==> src/rtl/program_loader_pkg.sv <==
// Shared definitions for the program loader: loader states, RAM geometry
// and the frame header mask.
package program_loader_pkg;
  localparam int unsigned DEPTH  = 32;
  localparam int unsigned ADDR_W = 5;
  localparam int unsigned DW     = 8;

  // Header bits 7:5 must be zero for a frame to be accepted.
  localparam logic [DW-1:0] HDR_MASK = 8'hE0;

  typedef enum logic [2:0] {
    ST_IDLE,
    ST_HDR,
    ST_DATA,
    ST_CSUM,
    ST_RUN,
    ST_ERR
  } state_t;
endpackage

==> src/rtl/program_ram.sv <==
// 32 x 8 program RAM: one synchronous write port, one registered read port.
// Only the read register is reset; the array keeps its contents.
module program_ram
  import program_loader_pkg::*;
(
  input  logic              clk,
  input  logic              i_rst_n,
  input  logic              i_we,
  input  logic [ADDR_W-1:0] i_waddr,
  input  logic [DW-1:0]     i_wdata,
  input  logic [ADDR_W-1:0] i_raddr,
  output logic [DW-1:0]     o_rdata
);
  logic [DW-1:0] r_mem [DEPTH];
  logic [DW-1:0] r_rdata;

  always_ff @(posedge clk) begin
    if (i_we) begin
      r_mem[i_waddr] <= i_wdata;
    end
  end

  // Read-during-write to the same word returns the old contents.
  always_ff @(posedge clk) begin
    if (!i_rst_n) begin
      r_rdata <= '0;
    end else begin
      r_rdata <= r_mem[i_raddr];
    end
  end

  assign o_rdata = r_rdata;
endmodule

==> src/rtl/program_loader.sv <==
// Loads a framed, checksummed byte stream into program RAM and releases the
// CPU from reset only after a verified load; then serves CPU RAM accesses.
module program_loader
  import program_loader_pkg::*;
(
  input  logic        clk,
  input  logic        R,
  input  logic        load_start,
  input  logic        in_valid,
  input  logic [7:0]  in_data,
  output logic        in_ready,
  input  logic [4:0]  mem_addr,
  input  logic        mem_wr_en,
  input  logic [7:0]  mem_wr_data,
  output logic [7:0]  mem_rd_data,
  output logic        cpu_R,
  output logic        busy,
  output logic        done,
  output logic        err
);
  state_t            r_state;
  state_t            w_next;
  logic [ADDR_W-1:0] r_idx;
  logic [ADDR_W-1:0] r_last;
  logic [DW-1:0]     r_sum;
  logic [DW-1:0]     w_sum_next;
  logic              r_in_ready;
  logic              r_busy;
  logic              r_cpu_R;
  logic              r_done;
  logic              r_err;
  logic              w_accept;
  logic              w_ram_we;
  logic [ADDR_W-1:0] w_ram_addr;
  logic [DW-1:0]     w_ram_data;

  assign w_accept   = in_valid & r_in_ready;
  assign w_sum_next = r_sum + in_data;

  always_comb begin
    w_next = r_state;
    case (r_state)
      ST_IDLE, ST_RUN, ST_ERR: if (load_start) w_next = ST_HDR;
      ST_HDR:  if (w_accept) w_next = ((in_data & HDR_MASK) == '0) ? ST_DATA : ST_ERR;
      ST_DATA: if (w_accept && (r_idx == r_last)) w_next = ST_CSUM;
      ST_CSUM: if (w_accept) w_next = (w_sum_next == '0) ? ST_RUN : ST_ERR;
      default: w_next = ST_IDLE;
    endcase
  end

  // Outputs are decoded from the next state so they stay registered yet
  // line up with the state they describe.
  always_ff @(posedge clk) begin
    if (!R) begin
      r_state    <= ST_IDLE;
      r_idx      <= '0;
      r_last     <= '0;
      r_sum      <= '0;
      r_in_ready <= 1'b0;
      r_busy     <= 1'b0;
      r_cpu_R    <= 1'b1;
      r_done     <= 1'b0;
      r_err      <= 1'b0;
    end else begin
      r_state    <= w_next;
      r_in_ready <= (w_next == ST_HDR) || (w_next == ST_DATA) || (w_next == ST_CSUM);
      r_busy     <= (w_next == ST_HDR) || (w_next == ST_DATA) || (w_next == ST_CSUM);
      r_cpu_R    <= (w_next != ST_RUN);
      r_done     <= (w_next == ST_RUN);
      r_err      <= (w_next == ST_ERR);
      if ((r_state == ST_HDR) && w_accept) begin
        r_last <= in_data[ADDR_W-1:0];
        r_sum  <= '0;
        r_idx  <= '0;
      end
      if ((r_state == ST_DATA) && w_accept) begin
        r_sum <= w_sum_next;
        r_idx <= r_idx + 1'b1;
      end
    end
  end

  // Stream owns the write port in DATA, the CPU in RUN; nothing writes in reset.
  assign w_ram_we   = R & (((r_state == ST_DATA) && w_accept) ||
                           ((r_state == ST_RUN) && mem_wr_en));
  assign w_ram_addr = (r_state == ST_DATA) ? r_idx : mem_addr;
  assign w_ram_data = (r_state == ST_DATA) ? in_data : mem_wr_data;

  program_ram u_ram (
    .clk     (clk),
    .i_rst_n (R),
    .i_we    (w_ram_we),
    .i_waddr (w_ram_addr),
    .i_wdata (w_ram_data),
    .i_raddr (mem_addr),
    .o_rdata (mem_rd_data)
  );

  assign in_ready = r_in_ready;
  assign busy     = r_busy;
  assign cpu_R    = r_cpu_R;
  assign done     = r_done;
  assign err      = r_err;
endmodule

==> config.mk <==
export PLATFORM = sky130hd
export DESIGN_NAME = program_loader
export DESIGN_NICKNAME = d
export VERILOG_FILES = /design/src/rtl/program_loader_pkg.sv /design/src/rtl/program_ram.sv /design/src/rtl/program_loader.sv
export SDC_FILE = /design/constraint.sdc
export NUM_CORES = 1
export LEC_CHECK = 0
export ABC_CLOCK_PERIOD_IN_PS = 2500
export CAP_MARGIN = 10
export CORE_ASPECT_RATIO = 0.9
export CORE_MARGIN = 2
export CORE_UTILIZATION = 55
export DETAILED_ROUTE_END_ITERATION = 6
export PLACE_DENSITY = 0.76
export SLEW_MARGIN = 40
export SYNTH_ARGS = -nofsm -noshare
export SYNTH_HDL_FRONTEND = slang
export SYNTH_SLANG_ARGS = --single-unit
==> constraint.sdc <==
create_clock -name clk -period 2.5 [get_ports clk]
set_input_delay 0.375 -clock clk [delete_from_list [all_inputs] [get_ports clk]]
set_output_delay 0.375 -clock clk [all_outputs]
set_load 0.1 [all_outputs]
==> impl_metrics.csv <==
group,metric,value,unit
timing,rsz0062_at_grt,"no",
clock_network,postCtsSetupBuffers,0,
worst_setup_path,path_max_fanout,4,
finish,fin_area,13920,µm²
logic_synthesis,synth_nets,666,
clock_network,cts_tree,"built",
global_route,grt_pass1_vias,6588,
clock_network,cts-resized-gates,0,
placement,place_area,12970,µm²
detailed_routing,wire_per_inst,24.23,µm
logic_synthesis,syn_area_per_cell,18.62,µm²
placement,io_buffers,38,
clock_network,path_clk_slew,0.06,ns
timing,setup_viol,0,
finish,num_antenna_cells,0,
timing,finalHoldViolations,0,
timing,totalNegativeSetupSlack,0,ns
worst_setup_path,reg2reg_slack,0.14,ns
logic_synthesis,synth_ff_type,"edfxtp_1",
detailed_routing,drtIter0Drc,591,
placement,gp_congestion,0.9757,
pwr,p_leak,4.667,nW
clock_network,clock_latency,0.54,ns
finish,layout.nets,783,
timing,hold_slack,0.5378,ns
clock_network,clock-root-buffer,"clkbuf_16",
logic_synthesis,ys_seq_area_share,71.07,%
logic_synthesis,ys_seq_elements,289,
timing,period_share,94.26,%
pwr,peakVddDrop,480.4,µV
timing,worst_pin_slew,0.7788,ns
timing,setup_ws,0.1434,ns
detailed_routing,drt_wl_total,25.59,mm
logic_synthesis,syn_area,11750,µm²
finish,drive_above_1_share,30.78,%
global_route,grt_max_degree,38,
logic_synthesis,synth_area_leader_cell,"edfxtp_1",
timing,slew_viol_final,0,
timing,fmax,424.3,MHz
worst_setup_path,start_kind,"flop",
pwr,cellPowerDensity,734.7,nW/µm²
die,row_count,50,
finish,final_common_cell,"edfxtp_1",
placement,pre_cts_ws,-0.3659,ns
detailed_routing,antenna_left,0,
die,io_pins,39,
logic_synthesis,synth_edf_count,256,
global_route,grt_pass1_wl,38.96,mm
pwr,power,10.23,mW
worst_setup_path,arrival,2.75,ns
worst_setup_path,path_class,"reg -> reg",
global_route,track_usage,23.51,%
finish,final_util,66.61,%
detailed_routing,vias,6384,
logic_synthesis,yosysTopAreaCellShare,65.45,%
placement,hpwlAfterDp,15.95,mm
global_route,antenna_found_initial,0,
worst_setup_path,critPathCaptureType,"flop",
die,initial_utilization,56.22,%
placement,dp_cells,1004,
finish,fill_cells,1362,
detailed_routing,drc_errors,0,
clock_network,cts_buffers,28,
clock_network,clock_path_buffers,3,
logic_synthesis,yosysWarnings,0,
outcome,status,"complete, no violations",
logic_synthesis,synthCells,631,
clock_network,ctsHtreeMaxLevel,1,
clock_network,hold_buffers,0,
finish,layout.cells.non_filler,1056,
global_route,grt_overflow_total,0,
timing,min_period,2.357,ns
detailed_routing,vias_per_cell,6.045,
logic_synthesis,synthTopCellsByArea,"edfxtp_1 65%, mux4_2 15%, dfxtp_1 5.6%",
finish,layout_common_cells,"256 x edfxtp_1, 91 x buf_4, 80 x mux4_2",
job,drv_cap,0,
timing,clock-skew-final,0.02004,ns
timing,maxSlewHeadroom,47.73,%
worst_setup_path,cp_data_required_time,2.90,ns
die,coreArea,20900,µm²
detailed_routing,dr.pass1.iters,4,
clock_network,clock-sinks,289,
logic_synthesis,async_flop_share,0,%
logic_synthesis,yosysUniqueCellTypes,51,
hold_path,hp-class,"reg -> reg",
finish,area_growth,18.49,%
die,dieArea,22540,µm²
die,die_x,158.0,µm
die,die_h,142.6,µm
==> registers in the layout, summed over array words and instances (netlist names), 3 cells and up <==
name           cells
u_ram.r_mem      256
r_sum              8
u_ram.o_rdata      8
r_idx              5
r_last             5
r_state            3
==> final cells by class <==
type / instances / area [µm²] / area share [%]
clock buffers: 34 / 763.2 / 5.484
clock inverters: 18 / 185.2 / 1.330
flip-flops and latches: 289 / 8349 / 59.99
inverters: 4 / 15.01 / 0.1079
repair buffers: 120 / 1018 / 7.318
multi-input cells: 305 / 3229 / 23.20
well taps: 286 / 357.8 / 2.571
==> worst max-delay path, cell delays in order, from the launching register on <==
cell and delay [ns]:
dfxtp_1 0.32, ha_1 0.22, fa_1 0.42, a211oi_1 0.21, buf_4 0.15, nor3_1 0.04, or3b_2 0.46, nor2_1 0.26
a31oi_1 0.13
==> cell usage after synthesis, drive strengths merged, types with 2 or more instances <==
library cell / count
a211o: 2
a211oi: 2
a21oi: 10
a22o: 9
a22oi: 8
a32oi: 2
and2: 3
buf: 17
clkbuf: 16
dfxtp: 33
edfxtp: 256
ha: 8
inv: 4
mux2i: 8
mux4: 80
nand2: 36
nand3: 11
nand3b: 3
nor2: 46
nor2b: 20
nor3: 5
nor3b: 9
o211ai: 2
o21ai: 10
or3b: 5
or4: 2
xnor2: 5
xor2: 4
==> power by group <==
part,leakage [nW],total [mW],switching [mW],internal [mW]
clock network,0.462,4.26,1.77,2.49
logic,1.64,0.688,0.411,0.278
registers,2.57,5.28,0.0120,5.27
==> cells by family (layout without fill, tap and decap cells) <==
logic type / Yosys count / after routing / share of synthesized area, %
AOI/OAI and AO/OA: 54 / 54 / 3.451
DFF: 289 / 289 / 71.07
muxes: 89 / 89 / 16.15
xor gates and xnor gates: 9 / 9 / 0.6710
and+or+nand+nor: 144 / 144 / 6.146
buffers and inverters: 37 / 176 / 1.491
adders and majority gates: 9 / 9 / 1.023
==> path summary, 6_finish.rpt <==
kind / startpoint / endpoint / cells after the start
min: r_last[4] / r_last[4] / 2
max reg2reg: r_sum[0] / cpu_R / 8
max: r_sum[0] / cpu_R / 8
min reg2reg: r_last[4] / r_last[4] / 2
==> metal layers <==
metal  global-route usage (%)  wire, µm  vias to the layer above
li1                         -         -                     2778
met2                    37.57     12220                      306
met3                    3.824      1925                       46
met4                    6.401       627                        0
met1                    34.30     10820                     3254
met5                        0         0                        -
Power figures use the tool's default switching activity.
